$ cat src/rtl/pellet_plotter.sv
// Rasterizes a 5x5 sprite bitmap into one pixel write per clock for the VGA plot port.
// Cells are walked in raster order; clipped or transparent cells still take their cycle.
module pellet_plotter #(
  parameter int X_W      = 8,
  parameter int Y_W      = 7,
  parameter int COLOUR_W = 3,
  parameter int SCREEN_W = 160,
  parameter int SCREEN_H = 120
) (
  input  logic                clk,
  input  logic                reset_n,
  input  logic                start,
  input  logic [24:0]         shape,
  input  logic [X_W-1:0]      x_base,
  input  logic [Y_W-1:0]      y_base,
  input  logic [COLOUR_W-1:0] fg_colour,
  input  logic [COLOUR_W-1:0] bg_colour,
  input  logic                transparent,
  output logic [X_W-1:0]      x,
  output logic [Y_W-1:0]      y,
  output logic [COLOUR_W-1:0] colour,
  output logic                plot,
  output logic                busy,
  output logic                done
);

  typedef enum logic [1:0] {IDLE, DRAW, DONE} state_t;

  localparam logic [X_W:0] X_LIM = (X_W+1)'(SCREEN_W);
  localparam logic [Y_W:0] Y_LIM = (Y_W+1)'(SCREEN_H);

  state_t state, state_next;

  logic [4:0]          idx;
  logic [2:0]          row, col;
  logic [24:0]         shape_q;
  logic [X_W-1:0]      x_base_q;
  logic [Y_W-1:0]      y_base_q;
  logic [COLOUR_W-1:0] fg_q, bg_q;
  logic                transparent_q;

  logic                accept, last_cell_shown, load_pixel;
  logic                src_bit, src_transparent;
  logic [X_W-1:0]      src_x;
  logic [Y_W-1:0]      src_y;
  logic [COLOUR_W-1:0] src_fg, src_bg;
  logic [2:0]          cell_row, cell_col;
  logic [X_W:0]        x_sum;
  logic [Y_W:0]        y_sum;
  logic                pix_plot;

  assign accept          = start && (state != DRAW);
  assign last_cell_shown = (state == DRAW) && (idx == 5'd25);
  assign load_pixel      = accept || ((state == DRAW) && !last_cell_shown);
  assign busy            = (state == DRAW);

  // NOTE: every signal assigned in always_comb gets a default first, so no path can infer a latch.
  always_comb begin
    state_next = state;
    case (state)
      IDLE:    if (start) state_next = DRAW;
      DRAW:    if (idx == 5'd25) state_next = DONE;
      DONE:    state_next = start ? DRAW : IDLE;
      default: state_next = IDLE;
    endcase
  end

  // Cell 0 is built straight from the ports on the accept edge, later cells from the latched copy.
  always_comb begin
    src_bit         = accept ? shape[24]   : shape_q[24];
    src_x           = accept ? x_base      : x_base_q;
    src_y           = accept ? y_base      : y_base_q;
    src_fg          = accept ? fg_colour   : fg_q;
    src_bg          = accept ? bg_colour   : bg_q;
    src_transparent = accept ? transparent : transparent_q;
    cell_row        = accept ? 3'd0 : row;
    cell_col        = accept ? 3'd0 : col;
    // Sums are one bit wider than the ports so an overflowing base clips instead of wrapping.
    x_sum           = {1'b0, src_x} + (X_W+1)'(cell_col);
    y_sum           = {1'b0, src_y} + (Y_W+1)'(cell_row);
    pix_plot        = (src_bit || !src_transparent) && (x_sum < X_LIM) && (y_sum < Y_LIM);
  end

  // NOTE: sequential state uses non-blocking assignments so every register sees pre-edge values.
  always_ff @(posedge clk) begin
    if (!reset_n) begin
      state         <= IDLE;
      idx           <= 5'd0;
      row           <= 3'd0;
      col           <= 3'd0;
      shape_q       <= '0;
      x_base_q      <= '0;
      y_base_q      <= '0;
      fg_q          <= '0;
      bg_q          <= '0;
      transparent_q <= 1'b0;
      x             <= '0;
      y             <= '0;
      colour        <= '0;
      plot          <= 1'b0;
      done          <= 1'b0;
    end else begin
      state <= state_next;
      done  <= last_cell_shown;

      if (load_pixel) begin
        x      <= x_sum[X_W-1:0];
        y      <= y_sum[Y_W-1:0];
        colour <= src_bit ? src_fg : src_bg;
        plot   <= pix_plot;
      end else begin
        plot   <= 1'b0;
      end

      if (accept) begin
        shape_q       <= {shape[23:0], 1'b0};
        x_base_q      <= x_base;
        y_base_q      <= y_base;
        fg_q          <= fg_colour;
        bg_q          <= bg_colour;
        transparent_q <= transparent;
        idx           <= 5'd1;
        row           <= 3'd0;
        col           <= 3'd1;
      end else if (load_pixel) begin
        shape_q <= {shape_q[23:0], 1'b0};
        idx     <= idx + 5'd1;
        if (col == 3'd4) begin
          col <= 3'd0;
          row <= row + 3'd1;
        end else begin
          col <= col + 3'd1;
        end
      end
    end
  end

endmodule
$ cat config.mk
export PLATFORM = sky130hd
export DESIGN_NAME = pellet_plotter
export DESIGN_NICKNAME = d
export VERILOG_FILES = /design/src/rtl/pellet_plotter.sv
export SDC_FILE = /design/constraint.sdc
export NUM_CORES = 1
export LEC_CHECK = 0
export BUFFER_PORTS_ARGS = -buffer_cell sky130_fd_sc_hd__buf_2
export CORE_UTILIZATION = 40
export CTS_BUF_LIST = sky130_fd_sc_hd__clkbuf_4
export DETAILED_ROUTE_END_ITERATION = 8
export SYNTH_ARGS = -nofsm -noshare
export SYNTH_HDL_FRONTEND = slang
export SYNTH_SLANG_ARGS = --single-unit
$ cat constraint.sdc
create_clock -name clk -period 3.4 [get_ports clk]
set_clock_uncertainty 0.2 [all_clocks]
set_input_delay 0 -clock clk [delete_from_list [all_inputs] [get_ports clk]]
set_output_delay 0 -clock clk [all_outputs]
set_load 0.005 [all_outputs]
==> out/metrics.sh <==
SYNTH.TOP_CELL.AREA_SHARE=0.411
FINALWEIGHTEDCONGESTION=0.904
YOSYS_REGISTER_BITS=79
SYNTH_AREA_LEADER_CELL='dfxtp_1'
FINAL.FILL_COUNT=894
RSZ0062_AT_GRT='false'
PWR_DENSITY_CELL_nW_PER_UM2=417
SEQ_AREA_FRAC_SYNTH=0.411
FIRST_GLOBAL_VIAS=3473
CP_CELL_SEQUENCE='nand2b_2 -> clkinv_8 -> nor2_4 -> mux2i_1 -> inv_1 -> ha_1 -> a21o_1 -> a21o_1 -> o21ai_1 -> a311oi_2 -> a2111oi_2'
CLOCK_LATENCY_PS=440
LAYOUT.CELLS.MOST_COMMON_LIST='nand2_1 (95), dfxtp_1 (79), buf_2 (70)'
FIN_TNS_SETUP_PS=0
DRT-TOTAL-WL_MICRONS=9970
MAXSLEWVIOLCOUNT=0
NUM_VIAS=3660
DR.FIRST_ITER.DRC_COUNT=135
DETAIL_ROUTE.FIRST_PASS.ITERATIONS=5
POSTLAYOUTSETUPSLACKWORST_PS=357
CP_DATA_REQUIRED_TIME_PS=3550
MOSTFREQUENTLAYOUTCELL='nand2_1'
CLOCK-SINKS=79
CPPEAKSTAGEDELAY_PS=370
ENDPOINT_KIND_OF_THE_WORST_SETUP_TIMING_PATH='register'
GRT_PASS1_WL_MICRONS=16300
MIN_PATH_TYPE='in -> reg'
DIE_AREA_SQ_UM=10000
PLACE_WS_PS=240
ASYNC_S_R_FF_SHARE_SYNTH=0
LAYOUT-AREA-OVERHEAD-VS-SYNTH_PCT=28.4
FINAL.MIN_CLOCK_PERIOD_PS=3040
HTREE_LEVELS=3
DIE_WIDTH_MICRONS=100
DRV.MAX_CAP_VIOLATION_COUNT=0
IO_PINS=71
HPWL_AFTER_DPL_MICRONS=6580
CORE_AREA_SQ_UM=9280
INITIAL_CORE_UTIL=0.415
ANTENNA_CELLS=0
DIE-HEIGHT_MICRONS=100
CTS.PATH.MAX_BUFFERS=2
TRITONCTS_CLOCK_TREE='done'
CLK_PIN_SLEW_WORST_PATHS_PS=130
SYNTHCELLS=461
STATUS='finished, final reports clean'
FMAX_MHz=329
YS_TOP_CELLS_BY_AREA='dfxtp_1 (41%), nand2_1 (9.3%), a21oi_1 (5.7%), nor2_1 (4.7%), a311oi_1 (4.3%)'
GR-USAGE-ALL-LAYERS=0.206
GLOBAL_ROUTE.OVERFLOW_TOTAL=0
NUMPORTBUFFERS=70
P_LEAK_nW=2.02
SETUP_VIOL_COUNT_FINAL=0
LAYOUT-DRIVE-GT1-SHARE=0.189
LARGEST_NET_DEGREE_AT_THE_START_OF_GLOBAL_ROUTING=65
SYN-NUM-NETS=524
CTS_ROOT_BUFFER='clkbuf_4'
CRIT_SLOWEST_CELL='mux2i_1'
TOTAL_CLOCK_BUFFERS_CREATED_BY_CTS=9
MAXSLEWHEADROOM=0.239
AVGSYNTHCELLAREA_SQ_UM=8.35
CRITPATHMOSTFREQUENTCELL='a21o_1'
CRITICAL_PATH_PEAK_FANOUT=12
ANTENNA_FOUND_INITIAL=0
DOMINANT_SYNTHESIZED_FLOP_CELL='dfxtp_1'
TIMING_WORST_SETUP_PATH_TYPE='reg -> reg'
HOLD_FAILS_FINAL_RPT=0
NETLIST-CELL-TYPE-COUNT=50
CRITPATHLAUNCHTYPE='register'
ANTENNA_VIOLATING_NETS_POST_ROUTE=0
LAYOUT.NETS=636
PLACEMENT_ROWS=35
SYNTHESIS.YOSYS.WARNINGS=0
CRIT_ARRIVAL_PS=3190
SYNTHESIS.AREA_SQ_UM=3850
POST_DR_WIRELENGTH_CELL_MICRONS=14.1
SYNTH_ENABLE_FLOP_CELLS=0
ROUTE.DETAILED.DRC=0
TIGHTEST_SLEW_PS=1140
POWER.IR.VDD_WORST_mV=0.259
DETAIL_ROUTE.VIAS_PER_CELL=5.18
FINAL.PERIOD_UTILIZATION=0.895
FINALCOREUTILIZATION=0.532
==> what timing repair did <==
item                       4_1_cts  5_1_grt
buffers inserted                 0        0
setup endpoints to repair        0        2
gates resized for setup          0        1
hold endpoints to repair        73        0
hold buffers                    51        0
==> metal layers <==
| metal | wire, microns | track usage | up-vias |
|---|---|---|---|
| met4 | 130 | 0.0691 | 0 |
| li1 | - | - | 1840 |
| met1 | 4820 | 0.271 | 1710 |
| met3 | 388 | 0.0481 | 17 |
| met5 | 0 | 0 | - |
| met2 | 4630 | 0.334 | 93 |
==> flip-flops by register name (all words and copies together), names as in the netlist <==
signal / count
idx: 5
bg_q: 3
done: 1
state: 2
row: 3
x_base_q: 8
y_base_q: 7
y: 7
col: 3
plot: 1
transparent_q: 1
fg_q: 3
x: 8
shape_q: 24
colour: 3
==> worst paths after layout <==
kind / start / end / slack [ps] / cells past startpoint
worst max-delay path: state[1] / plot / 360 / 11
worst min-delay path: bg_colour[2] / bg_q[2] / 140 / 4
worst max register to register: state[1] / plot / 360 / 11
worst min register to register: fg_q[2] / fg_q[2] / 260 / 2
==> per-stage QoR <==
stage               total power [W]  hold slack [ps]  area [sq um]  cells
floorplan                   0.00126            -64.0          3850    461
global placement            0.00137             50.6          4270    640
detailed placement          0.00137             63.5          4270    640
CTS                         0.00208              121          4940    707
global route                0.00215              124          4940    707
finish                      0.00206              139          4940    707
==> cell families after synthesis <==
| kind of cell | synth area share |
|---|---|
| AO/OA/AOI/OAI | 0.186 |
| XOR/XNOR | 0.0364 |
| adder cells (fa/ha/maj) | 0.0461 |
| buffers and inverters | 0.0569 |
| flip-flops | 0.411 |
| multiplexers | 0.0448 |
| AND/OR/NAND/NOR | 0.219 |
==> layout make-up <==
| cell class | count | area, sq um | share of cell area |
|---|---|---|---|
| clock inverter | 7 | 97.6 | 0.0197 |
| clock buffer | 9 | 67.6 | 0.0137 |
| sequential | 79 | 1580 | 0.320 |
| timing repair buffer | 130 | 928 | 0.188 |
| tap | 129 | 161 | 0.0327 |
| inverter | 11 | 53.8 | 0.0109 |
| multi-input combinational | 342 | 2050 | 0.415 |
==> cells in the mapped netlist, types with 2 or more instances <==
master    instances
and2_1            6
o21ai_0           9
inv_1             8
ha_1             11
or3_1             2
nand2b_1          2
xnor2_1           6
buf_6             3
o211ai_1          2
mux2i_2           2
a211oi_1         13
buf_2             9
nor3_1            5
a21o_1            3
mux2i_4           2
nor2_1           48
a21oi_1          44
buf_4             6
nor2_4            2
inv_2             2
clkbuf_1         10
a22oi_1           6
a311oi_1         19
mux2i_1          10
fa_1              2
o21ai_1           5
dfxtp_1          79
nand4_1           6
xor2_1           10
nand3_1          14
nand2_1          95
and3_1            2
==> where the power goes <==
group / internal, W / total, W / switching [W]
Clock: 0.000299 / 0.000663 / 0.000364
Sequential: 0.000989 / 0.00103 / 0.0000367
Combinational: 0.000168 / 0.000371 / 0.000204
==> critical path: cells and delay by family, from the launching register on <==
kind,cells,cell delay (ps)
DFF,1,340
buffers and inverters,2,200
muxes,1,370
adders and majority gates,1,270
AOI/OAI and AO/OA,5,990
and+or+nand+nor,2,560
Note: power is estimated with default switching activity, not from simulation.
